<file path="src/rtl/fft_pkg.sv">
// Shared definitions for the FFT stage sequencer: state encoding, default
// parameter values and the largest supported transform size.
package fft_pkg;

  localparam int DEF_ADDR_WIDTH   = 12;
  localparam int DEF_BFLY_CYCLES  = 10;
  localparam int DEF_DRAIN_CYCLES = 32;
  localparam int MAX_LOG2_POINTS  = 11;

  // Wide enough for the longest phase: readout of 2^11 points takes 4096 cycles,
  // and drain/slot lengths are expected to stay well below 2^16.
  localparam int CNT_WIDTH = 16;

  typedef enum logic [2:0] {
    IDLE,
    RUN,
    DRAIN,
    READOUT,
    DONE
  } seq_state_t;

  // A transform size is usable only between 2 and 2^MAX_LOG2_POINTS points.
  function automatic logic cfg_valid(input logic [3:0] log2_n);
    return (log2_n != 4'd0) && (int'(log2_n) <= MAX_LOG2_POINTS);
  endfunction

endpackage

</file>
<file path="src/rtl/fft_seq_counter.sv">
// Loadable down-counter with terminal-count flag. The sequencer reloads it at
// the start of every butterfly slot, drain and readout phase.
module fft_seq_counter
  import fft_pkg::*;
#(
  parameter int WIDTH = CNT_WIDTH
) (
  input  logic             clk,
  input  logic             rst,
  input  logic             load,
  input  logic             en,
  input  logic [WIDTH-1:0] load_value,
  output logic             tc
);

  logic [WIDTH-1:0] count;

  // Load wins over counting; the count parks at zero once it gets there.
  always_ff @(posedge clk or posedge rst) begin
    if (rst) begin
      count <= '0;
    end else if (load) begin
      count <= load_value;
    end else if (en && (count != '0)) begin
      count <= count - 1'b1;
    end
  end

  assign tc = (count == '0);

endmodule

</file>
<file path="src/rtl/fft_stage_sequencer.sv">
// FFT stage sequencer: steps through log2(N) butterfly stages, each followed
// by a pipeline drain, then a readout phase that strobes one address per two
// cycles. Optional feature: define FFT_SEQ_PERF_CNT_EN to add the perf_cycles
// busy-cycle counter output.
module fft_stage_sequencer
  import fft_pkg::*;
#(
  parameter int ADDR_WIDTH   = DEF_ADDR_WIDTH,
  parameter int BFLY_CYCLES  = DEF_BFLY_CYCLES,
  parameter int DRAIN_CYCLES = DEF_DRAIN_CYCLES
) (
  input  logic                  clk,
  input  logic                  rst,
  input  logic                  start,
  input  logic                  abort,
  input  logic [3:0]            log2_points,
  output logic [3:0]            stage_number,
  output logic [3:0]            stage_level,
  output logic [ADDR_WIDTH-1:0] max_point_fft,
  output logic                  ena_fft_core,
  output logic                  ena_fft_wait,
  output logic                  ena_mul_fp_clk,
  output logic                  busy,
  output logic                  done,
  output logic                  cfg_err
`ifdef FFT_SEQ_PERF_CNT_EN
  ,
  output logic [19:0]           perf_cycles
`endif
);

  localparam logic [CNT_WIDTH-1:0] SLOT_RELOAD  = CNT_WIDTH'(BFLY_CYCLES - 1);
  localparam logic [CNT_WIDTH-1:0] DRAIN_RELOAD = CNT_WIDTH'(DRAIN_CYCLES - 1);

  seq_state_t            state;
  logic [ADDR_WIDTH-1:0] bfly_left;
  logic                  cnt_load;
  logic [CNT_WIDTH-1:0]  cnt_load_value;
  logic                  cnt_tc;
  logic                  start_ok;
  logic                  last_stage;

  assign start_ok   = start && cfg_valid(log2_points);
  assign last_stage = (stage_level == (stage_number - 4'd1));

  // Decide when the shared phase counter reloads and with which length.
  always_comb begin
    cnt_load       = 1'b0;
    cnt_load_value = '0;
    if (state == IDLE) begin
      if (start_ok) begin
        cnt_load       = 1'b1;
        cnt_load_value = SLOT_RELOAD;
      end
    end else if (abort) begin
      cnt_load       = 1'b1;
      cnt_load_value = '0;
    end else if (cnt_tc) begin
      if (state == RUN) begin
        cnt_load       = 1'b1;
        cnt_load_value = (bfly_left != '0) ? SLOT_RELOAD : DRAIN_RELOAD;
      end else if (state == DRAIN) begin
        cnt_load       = 1'b1;
        cnt_load_value = last_stage ? CNT_WIDTH'({max_point_fft, 1'b1}) : SLOT_RELOAD;
      end
    end
  end

  fft_seq_counter #(
    .WIDTH(CNT_WIDTH)
  ) u_phase_cnt (
    .clk       (clk),
    .rst       (rst),
    .load      (cnt_load),
    .en        (state != IDLE),
    .load_value(cnt_load_value),
    .tc        (cnt_tc)
  );

  // Phase FSM; every output is set on the transition into the cycle it describes.
  always_ff @(posedge clk or posedge rst) begin
    if (rst) begin
      state          <= IDLE;
      bfly_left      <= '0;
      stage_number   <= '0;
      stage_level    <= '0;
      max_point_fft  <= '0;
      ena_fft_core   <= 1'b0;
      ena_fft_wait   <= 1'b0;
      ena_mul_fp_clk <= 1'b0;
      busy           <= 1'b0;
      done           <= 1'b0;
      cfg_err        <= 1'b0;
    end else begin
      done    <= 1'b0;
      cfg_err <= 1'b0;
      if (state == IDLE) begin
        if (start_ok) begin
          state         <= RUN;
          stage_number  <= log2_points;
          stage_level   <= '0;
          max_point_fft <= ADDR_WIDTH'((32'd1 << log2_points) - 32'd1);
          bfly_left     <= ADDR_WIDTH'((32'd1 << (log2_points - 4'd1)) - 32'd1);
          ena_fft_core  <= 1'b1;
          busy          <= 1'b1;
        end else if (start) begin
          cfg_err <= 1'b1;
        end
      end else if (abort) begin
        state          <= IDLE;
        ena_fft_core   <= 1'b0;
        ena_fft_wait   <= 1'b0;
        ena_mul_fp_clk <= 1'b0;
        busy           <= 1'b0;
      end else begin
        case (state)
          RUN: begin
            if (cnt_tc) begin
              if (bfly_left != '0) begin
                bfly_left <= bfly_left - 1'b1;
              end else begin
                state        <= DRAIN;
                ena_fft_core <= 1'b0;
                ena_fft_wait <= 1'b1;
              end
            end
          end
          DRAIN: begin
            if (cnt_tc) begin
              if (last_stage) begin
                state          <= READOUT;
                ena_mul_fp_clk <= 1'b1;
              end else begin
                state        <= RUN;
                stage_level  <= stage_level + 4'd1;
                bfly_left    <= max_point_fft >> 1;
                ena_fft_core <= 1'b1;
                ena_fft_wait <= 1'b0;
              end
            end
          end
          READOUT: begin
            if (cnt_tc) begin
              state          <= DONE;
              ena_fft_wait   <= 1'b0;
              ena_mul_fp_clk <= 1'b0;
              done           <= 1'b1;
            end else begin
              ena_mul_fp_clk <= ~ena_mul_fp_clk;
            end
          end
          DONE: begin
            state <= IDLE;
            busy  <= 1'b0;
          end
          default: begin
            state <= IDLE;
          end
        endcase
      end
    end
  end

`ifdef FFT_SEQ_PERF_CNT_EN
  // Busy-cycle count for the latest transform, held once it finishes.
  always_ff @(posedge clk or posedge rst) begin
    if (rst) begin
      perf_cycles <= '0;
    end else if ((state == IDLE) && start_ok) begin
      perf_cycles <= '0;
    end else if (busy) begin
      perf_cycles <= perf_cycles + 20'd1;
    end
  end
`endif

endmodule

</file>
<file path="config.mk">
export PLATFORM = sky130hd
export DESIGN_NAME = fft_stage_sequencer
export DESIGN_NICKNAME = d
export VERILOG_FILES = /design/src/rtl/fft_pkg.sv /design/src/rtl/fft_seq_counter.sv /design/src/rtl/fft_stage_sequencer.sv
export SDC_FILE = /design/constraint.sdc
export NUM_CORES = 1
export LEC_CHECK = 0
export BUFFER_PORTS_ARGS = -buffer_cell sky130_fd_sc_hd__buf_2
export CORE_ASPECT_RATIO = 2
export CORE_MARGIN = 2
export CORE_UTILIZATION = 44
export DETAILED_ROUTE_END_ITERATION = 6
export SLEW_MARGIN = 20
export SYNTH_ARGS = -nofsm -noshare
export SYNTH_HDL_FRONTEND = slang
export SYNTH_SLANG_ARGS = --single-unit
</file>
<file path="constraint.sdc">
create_clock -name clk -period 3.2 [get_ports clk]
set_input_delay 0.32 -clock clk [delete_from_list [all_inputs] [get_ports clk]]
set_output_delay 0.32 -clock clk [all_outputs]
set_load 0.02 [all_outputs]
</file>
==> results of run 1 <==
routing by layer:
layer  global-route usage (%)  part of all wire (%)
met4                    17.97                   6.2
met2                    49.09                    53
met1                    27.90                    37
met5                        0                     0
met3                    5.224                   3.4
sequential cells by signal, indices dropped and copies added, names as in the netlist:
register           count
done                   1
stage_number           4
max_point_fft         12
cfg_err                1
u_phase_cnt.count     16
state                  3
ena_mul_fp_clk         1
stage_level            4
busy                   1
bfly_left             12
ena_fft_core           1
ena_fft_wait           1
final timing paths:
path | cells after the start | start | endpoint | slack, ns
setup / recovery | 6 | u_phase_cnt.count[12] | bfly_left[7] | 0.48
hold / removal | 2 | rst | u_phase_cnt.count[6] | 0.12
setup reg to reg | 6 | u_phase_cnt.count[12] | bfly_left[7] | 0.48
hold reg to reg | 2 | max_point_fft[0] | max_point_fft[0] | 0.49
max in group asynchronous | 3 | rst | bfly_left[5] | 2.38
min in group clk | 2 | abort | state[1] | 0.28
cell usage in the layout (no fill, tap or decap), types with 3 or more instances in the layout:
| cell | instances |
|---|---|
| a31oi_1 | 11 |
| a221oi_1 | 3 |
| nor2_1 | 38 |
| nor4b_1 | 4 |
| o211ai_1 | 9 |
| ha_1 | 7 |
| xnor2_1 | 8 |
| a21o_1 | 3 |
| nor4_1 | 8 |
| o41ai_1 | 4 |
| nand3_1 | 23 |
| and3_1 | 3 |
| o22ai_1 | 6 |
| clkbuf_16 | 9 |
| xor2_1 | 7 |
| clkbuf_8 | 3 |
| inv_1 | 20 |
| a22o_1 | 4 |
| or4_1 | 3 |
| nand2_1 | 48 |
| dfrtp_1 | 57 |
| nand4_1 | 4 |
| o31ai_1 | 3 |
| o221ai_1 | 3 |
| nor3_1 | 9 |
| a21oi_1 | 33 |
| buf_2 | 33 |
| o2bb2ai_1 | 4 |
| buf_4 | 18 |
| nand4b_1 | 3 |
| nand2b_1 | 3 |
| o31a_1 | 4 |
| o21ai_0 | 45 |
worst register-to-register path: stages (launching register included):
cell and delay (ns):
dfrtp_1 0.44, nor3_1 0.34, and4b_1 0.41, nand2_2 0.22
a2111oi_4 0.60, and2_1 0.43, a22o_1 0.21
cell families (layout without fill, tap and decap cells):
kind of cell,Yosys count,in the layout
adder cells (fa/ha/maj),7,7
multiplexers,2,2
buffers and inverters,53,89
AO/OA/AOI/OAI,153,153
AND/OR/NAND/NOR,168,168
flip-flops,57,57
XOR/XNOR,15,15
power groups by stage:
stage | logic (mW) | clock network (mW) | registers [mW]
after floorplan | 1.54 | 0 | 1.38
final | 2.33 | 1.00 | 1.38
after global placement | 2.27 | 0 | 1.37
after detailed placement | 2.31 | 0 | 1.38
after global routing | 2.55 | 1.04 | 1.42
after CTS | 2.32 | 1.01 | 1.37
through the flow:
stage / hold WS, ns / std cells / setup slack [ns] / total power, mW
finish: 0.1187 / 589 / 0.4815 / 4.709
global route: 0.2119 / 589 / 0.2365 / 5.008
CTS: 0.2666 / 589 / 0.4527 / 4.692
detailed placement: 0.4785 / 573 / 0.4698 / 3.686
global placement: 0.4823 / 573 / 0.3898 / 3.644
floorplan: 0.4668 / 455 / 0.8635 / 2.918
layout make-up:
cell class	count	area [um^2]
flip-flops and latches	57	1426
clock inverters	2	35.03
fillers	800	3930
well taps	98	122.6
clock buffers	14	274.0
repair buffers	51	300.3
multi-input cells	345	2120
inverters	22	83.83
synth_stat cells (8+ instances only):
cell type and count:
a21oi_1 33, a31oi_1 11, clkbuf_1 18, dfrtp_1 57, inv_1 21, nand2_1 48
nand3_1 23, nor2_1 38, nor3_1 9, nor4_1 8, o211ai_1 9, o21ai_0 46
xnor2_1 8
==> out/results.txt, run 1 <==
Startpoint types -> flop
Area share of fa/ha/maj cells after synthesis -> 2.322%
Syn nets -> 470
Number of synthesized flops with an enable pin -> 0
WP data required -> 3.47 ns
Clock Power Share -> 21.3%
CP bufs+invs -> 0
Setup repair after global routing missed its margin -> no
DRT Pass-1 Iters -> 6
Power Internal -> 2.522 mW
Final #Nets -> 501
Status -> finished clean
Delay-heaviest family, CP -> simple AND/OR/NAND/NOR gates
Yosys top cell area share -> 37.82%
Starting Density -> 45.48%
Area grow syn2layout -> 15.66%
Seq pwr share -> 29.3%
Gpl congestion -> 0.9730
Root Buffer -> clkbuf_16
Setup tns final -> 0 ns
Final core occ -> 52.60%
Critical setup path kind -> reg2reg
Final Hold Vio Count -> 0
DP Area -> 4051 um^2
CTS tree -> done
MaxCap Viol Count -> 0
CTS sink cnt -> 57
Critical-path cell list -> nor3_1 > and4b_1 > nand2_2 > a2111oi_4 > and2_1 > a22o_1
IO buf count -> 33
Post-route ant nets -> 0
Slowest cell on crit path -> a2111oi_4
Clock latency on the worst-skew pair -> 0.33 ns
Main combinational cell family by area after synthesis -> compound AO/OA/AOI/OAI gates
First-pass GRT wire length -> 19,700 um
Clk slew on worst S/H paths -> 0.05 ns
CP arrival -> 2.99 ns
Num CTS Buffers -> 9
Total Routing Usage GR -> 27.14%
Post-Synth Simple-Gate Area -> 22.99%
Routed vias -> 3,804
Post-CTS repair timing setup buffer count -> 0
Inserted Diodes -> 0
WL/cell -> 20.54 um
Largest stage delay, worst path -> 0.60 ns
Hold Path Class -> in2async
Mux contribution to synthesized area -> 0.5640%
Sw frac -> 46.44%
Sequential fraction of the synthesis area -> 37.82%
Yosys cell types -> 72
Pwr dens -> 1080 nW/um^2
Final setup vio count -> 0
Mapped Area -> 3771 um^2
Max-slew violation count -> 0
Yosys warning total -> 0
DIE AREA -> 9372 um^2
Mean number of vias per cell -> 6.458
Fraction of layout cells with a size suffix above 1 -> 16.90%
Antenna violations before repair -> 0
Cell taking the most area after synthesis -> dfrtp_1
Mapped Avg Cell Area -> 8.288 um^2
Dpl hpwl -> 9064 um
Synth Flop Type -> dfrtp_1
DRT iter0 DRCs -> 233
Tcrit/Tclk final -> 84.95%
Crit path capture type -> flop
Fin crit period -> 2.718 ns
Final instance area -> 4362 um^2
Slew margin rel. -> 41.29%
Synth Register Bits -> 57
Routed WL -> 12,100 um
Row Count -> 47
I/O pins -> 34
Worst clock skew -> 0.005205 ns
Largest net degree at the start of global routing -> 49
DRC errors left -> 0
Xor-xnor portion of the synthesized cell area -> 3.484%
Congestion Overflow GR -> 0
Static Leak -> 1.848 nW
Synth top area cells -> dfrtp_1 (38%), o21ai_0 (6.1%), nand2_1 (4.8%), a21oi_1 (4.4%), nor2_1 (3.8%)
Die Y -> 134.9 um
Synth Area in Compound Gates -> 26.84%
Switching Power -> 2.187 mW
Longest Clk Path Bufs -> 2
Die span in x -> 69.46 um
# hold bufs at CTS -> 0
Comb pwr share -> 49.5%
Core area -> 8292 um^2
Number of global-route vias before repair -> 3,874
Max FO, Critical Path -> 9
Syn Inst Count -> 455
CTS resizes -> 0
Fmax -> 0.3679 GHz
Post-synth ARST share -> 100.0%
CTS H-tree depth -> 3
Worst Max-Slew Pin Slew -> 0.8806 ns
Max VDD drop -> 0.0005920 V
Power figures use the tool's default switching activity.
==> inputs of run 2 (changes only) <==
==> constraint.sdc (replaced) <==
create_clock -name clk -period 2.53 [get_ports clk]
set_input_delay 0.253 -clock clk [delete_from_list [all_inputs] [get_ports clk]]
set_output_delay 0.253 -clock clk [all_outputs]
set_load 0.02 [all_outputs]
==> run 2 against run 1 <==
- critical path type unchanged
- largest cell class unchanged
- clock skew barely moved
- count of clock-buffer cells in the layout fell by 1
- routed wire length rose by 4.4%
==> out/results.txt, run 2 (synthesis results as in run 1) <==
Total Routing Usage GR -> 28.21% (+1.1 points)
Congestion Overflow GR -> 0 (unchanged)
Clock latency on the worst-skew pair -> 0.34 ns (about the same)
Commonest cells after routing, fill and taps aside -> dfrtp_1 (57), nand2_1 (48), o21ai_0 (46), buf_4 (42), nor2_1 (38)
Final #Nets -> 526 (+5.0%)
CTS H-tree depth -> 3 (unchanged)
Worst clock skew -> 0.004870 ns (-0.0003352 ns)
DIE AREA -> 9372 um^2 (unchanged)
WP data required -> 2.74 ns (-0.73 ns)
Largest regs -> u_phase_cnt.count: 16 flops, bfly_left: 12 flops, max_point_fft: 12 flops
Max-slew violation count -> 0 (unchanged)
MaxCap Viol Count -> 0 (unchanged)
Max VDD drop -> 0.0004885 V (-17%)
DRT Pass-1 Iters -> 5 (-1)
Fmax -> 0.4212 GHz (+15%)
Status -> finished clean
Top reg by flops -> u_phase_cnt.count
Largest net degree at the start of global routing -> 31 (-37%)
CTS sink cnt -> 57 (unchanged)
Crit path capture type -> flop
Antenna violations before repair -> 0 (unchanged)
Routed vias -> 3,826 (+0.58%)
Routed WL -> 12,630 um (+4.4%)
Reg2reg setup slack -> 0.16 ns (-0.33 ns)
CP arrival -> 2.58 ns (-0.41 ns)
Pwr dens -> 1351 nW/um^2 (+25%)
Gpl congestion -> 0.9591 (-1.4%)
Critical setup path kind -> reg2reg
Commonest non-fill, non-tap cell in the layout -> dfrtp_1
CP bufs+invs -> 0 (unchanged)
Worst Max-Slew Pin Slew -> 0.7488 ns (-0.1318 ns)
Number of flip-flops in the largest register -> 16 (unchanged)
Fin crit period -> 2.374 ns (-0.3444 ns)
Mean number of vias per cell -> 6.231 (-3.5%)
Die Y -> 134.9 um (unchanged)
Critical-path cell list -> or4_4 > or4b_4 > or4_4 > a31oi_1 > o211ai_1
Most numerous cell on the critical path -> or4_4
Num CTS Buffers -> 9 (unchanged)
Hold slack -> 0.005512 ns (-0.1132 ns)
Number of global-route vias before repair -> 3,732 (-3.7%)
IO buf count -> 33 (unchanged)
WL/cell -> 20.57 um (+0.11%)
Post-route ant nets -> 0 (unchanged)
Max FO, Critical Path -> 4 (-5)
Startpoint types -> flop
Setup tns final -> 0 ns (unchanged)
Tcrit/Tclk final -> 93.84% (+8.9 points)
Setup repair after global routing missed its margin -> no
Area grow syn2layout -> 20.60%
Slowest cell on crit path -> or4_4
Longest Clk Path Bufs -> 2 (unchanged)
Fraction of layout cells with a size suffix above 1 -> 20.93% (+4.0 points)
First-pass GRT wire length -> 20,130 um (+2.2%)
Dpl hpwl -> 9618 um (+6.1%)
Delay-heaviest family, CP -> simple AND/OR/NAND/NOR gates
Starting Density -> 45.48% (unchanged)
Root Buffer -> clkbuf_16
Final setup vio count -> 0 (unchanged)
DRC errors left -> 0 (unchanged)
Die span in x -> 69.46 um (unchanged)
Largest stage delay, worst path -> 0.56 ns (-0.04 ns)
Clk slew on worst S/H paths -> 0.05 ns (about the same)
Final Hold Vio Count -> 0 (unchanged)
Hold Path Class -> in2async
CTS tree -> done
# hold bufs at CTS -> 0 (unchanged)
DRT iter0 DRCs -> 266 (+14%)
Slew margin rel. -> 50.05% (+8.8 points)
I/O pins -> 34 (unchanged)
Inserted Diodes -> 0 (unchanged)
Static Leak -> 1.966 nW (+6.4%)
Row Count -> 47 (unchanged)
Core area -> 8292 um^2 (unchanged)
==> run 2: cell types whose count changed in the layout (fill, tap and decap cells not counted), sizes merged <==
cell,change
clkbuf,-1
buf,+25
inv,+1
==> run 2: final timing paths <==
check,start,end,depth (start not counted)
setup / recovery,bfly_left[0],bfly_left[11],5
hold / removal,rst,u_phase_cnt.count[12],2
hold reg to reg,max_point_fft[0],max_point_fft[0],2
max in group asynchronous,rst,state[2],3
min in group clk,abort,state[1],2
setup reg to reg,bfly_left[0],bfly_left[11],5
==> run 2: layout make-up <==
cell class,instances,area (um^2)
tap,98,122.6
clock buffer,13,250.2
sequential,57,1426
timing repair buffer,76,500.5
fill,782,3744
clock inverter,3,40.04
inverter,22,82.58
multi-input combinational,345,2126
==> run 2: metrics by stage <==
step	area, um^2	instances	util [%]	total power, mW	setup WS (ns)
after CTS	4542	614	54.78	6.111	0.1208
after floorplan	3771	455	-	3.690	0.1935
final	4548	614	54.85	6.145	0.1559
after global routing	4548	614	54.85	6.528	0.009784
after global placement	4252	598	51.28	4.843	0.1935
after detailed placement	4252	598	51.28	4.892	0.1369
==> run 2: per-layer routing <==
metal	vias up	GRT usage, %	share of wire [%]
met1	1842	29.55	36
met2	146	52.72	55
met4	0	15.47	5.0
li1	1792	-	-
met3	46	4.403	4.1
met5	-	0	0
==> run 2: report_power, final <==
part / internal (mW) / leakage, nW / switching, mW
clock network: 0.785 / 0.144 / 0.421
registers: 1.27 / 0.713 / 0.451
logic: 1.25 / 1.11 / 1.97
==> run 2: what timing repair did <==
item / CTS / global route
setup endpoints to repair: 0 / 6
gates resized for setup: 0 / 1
setup buffers: 0 / 0
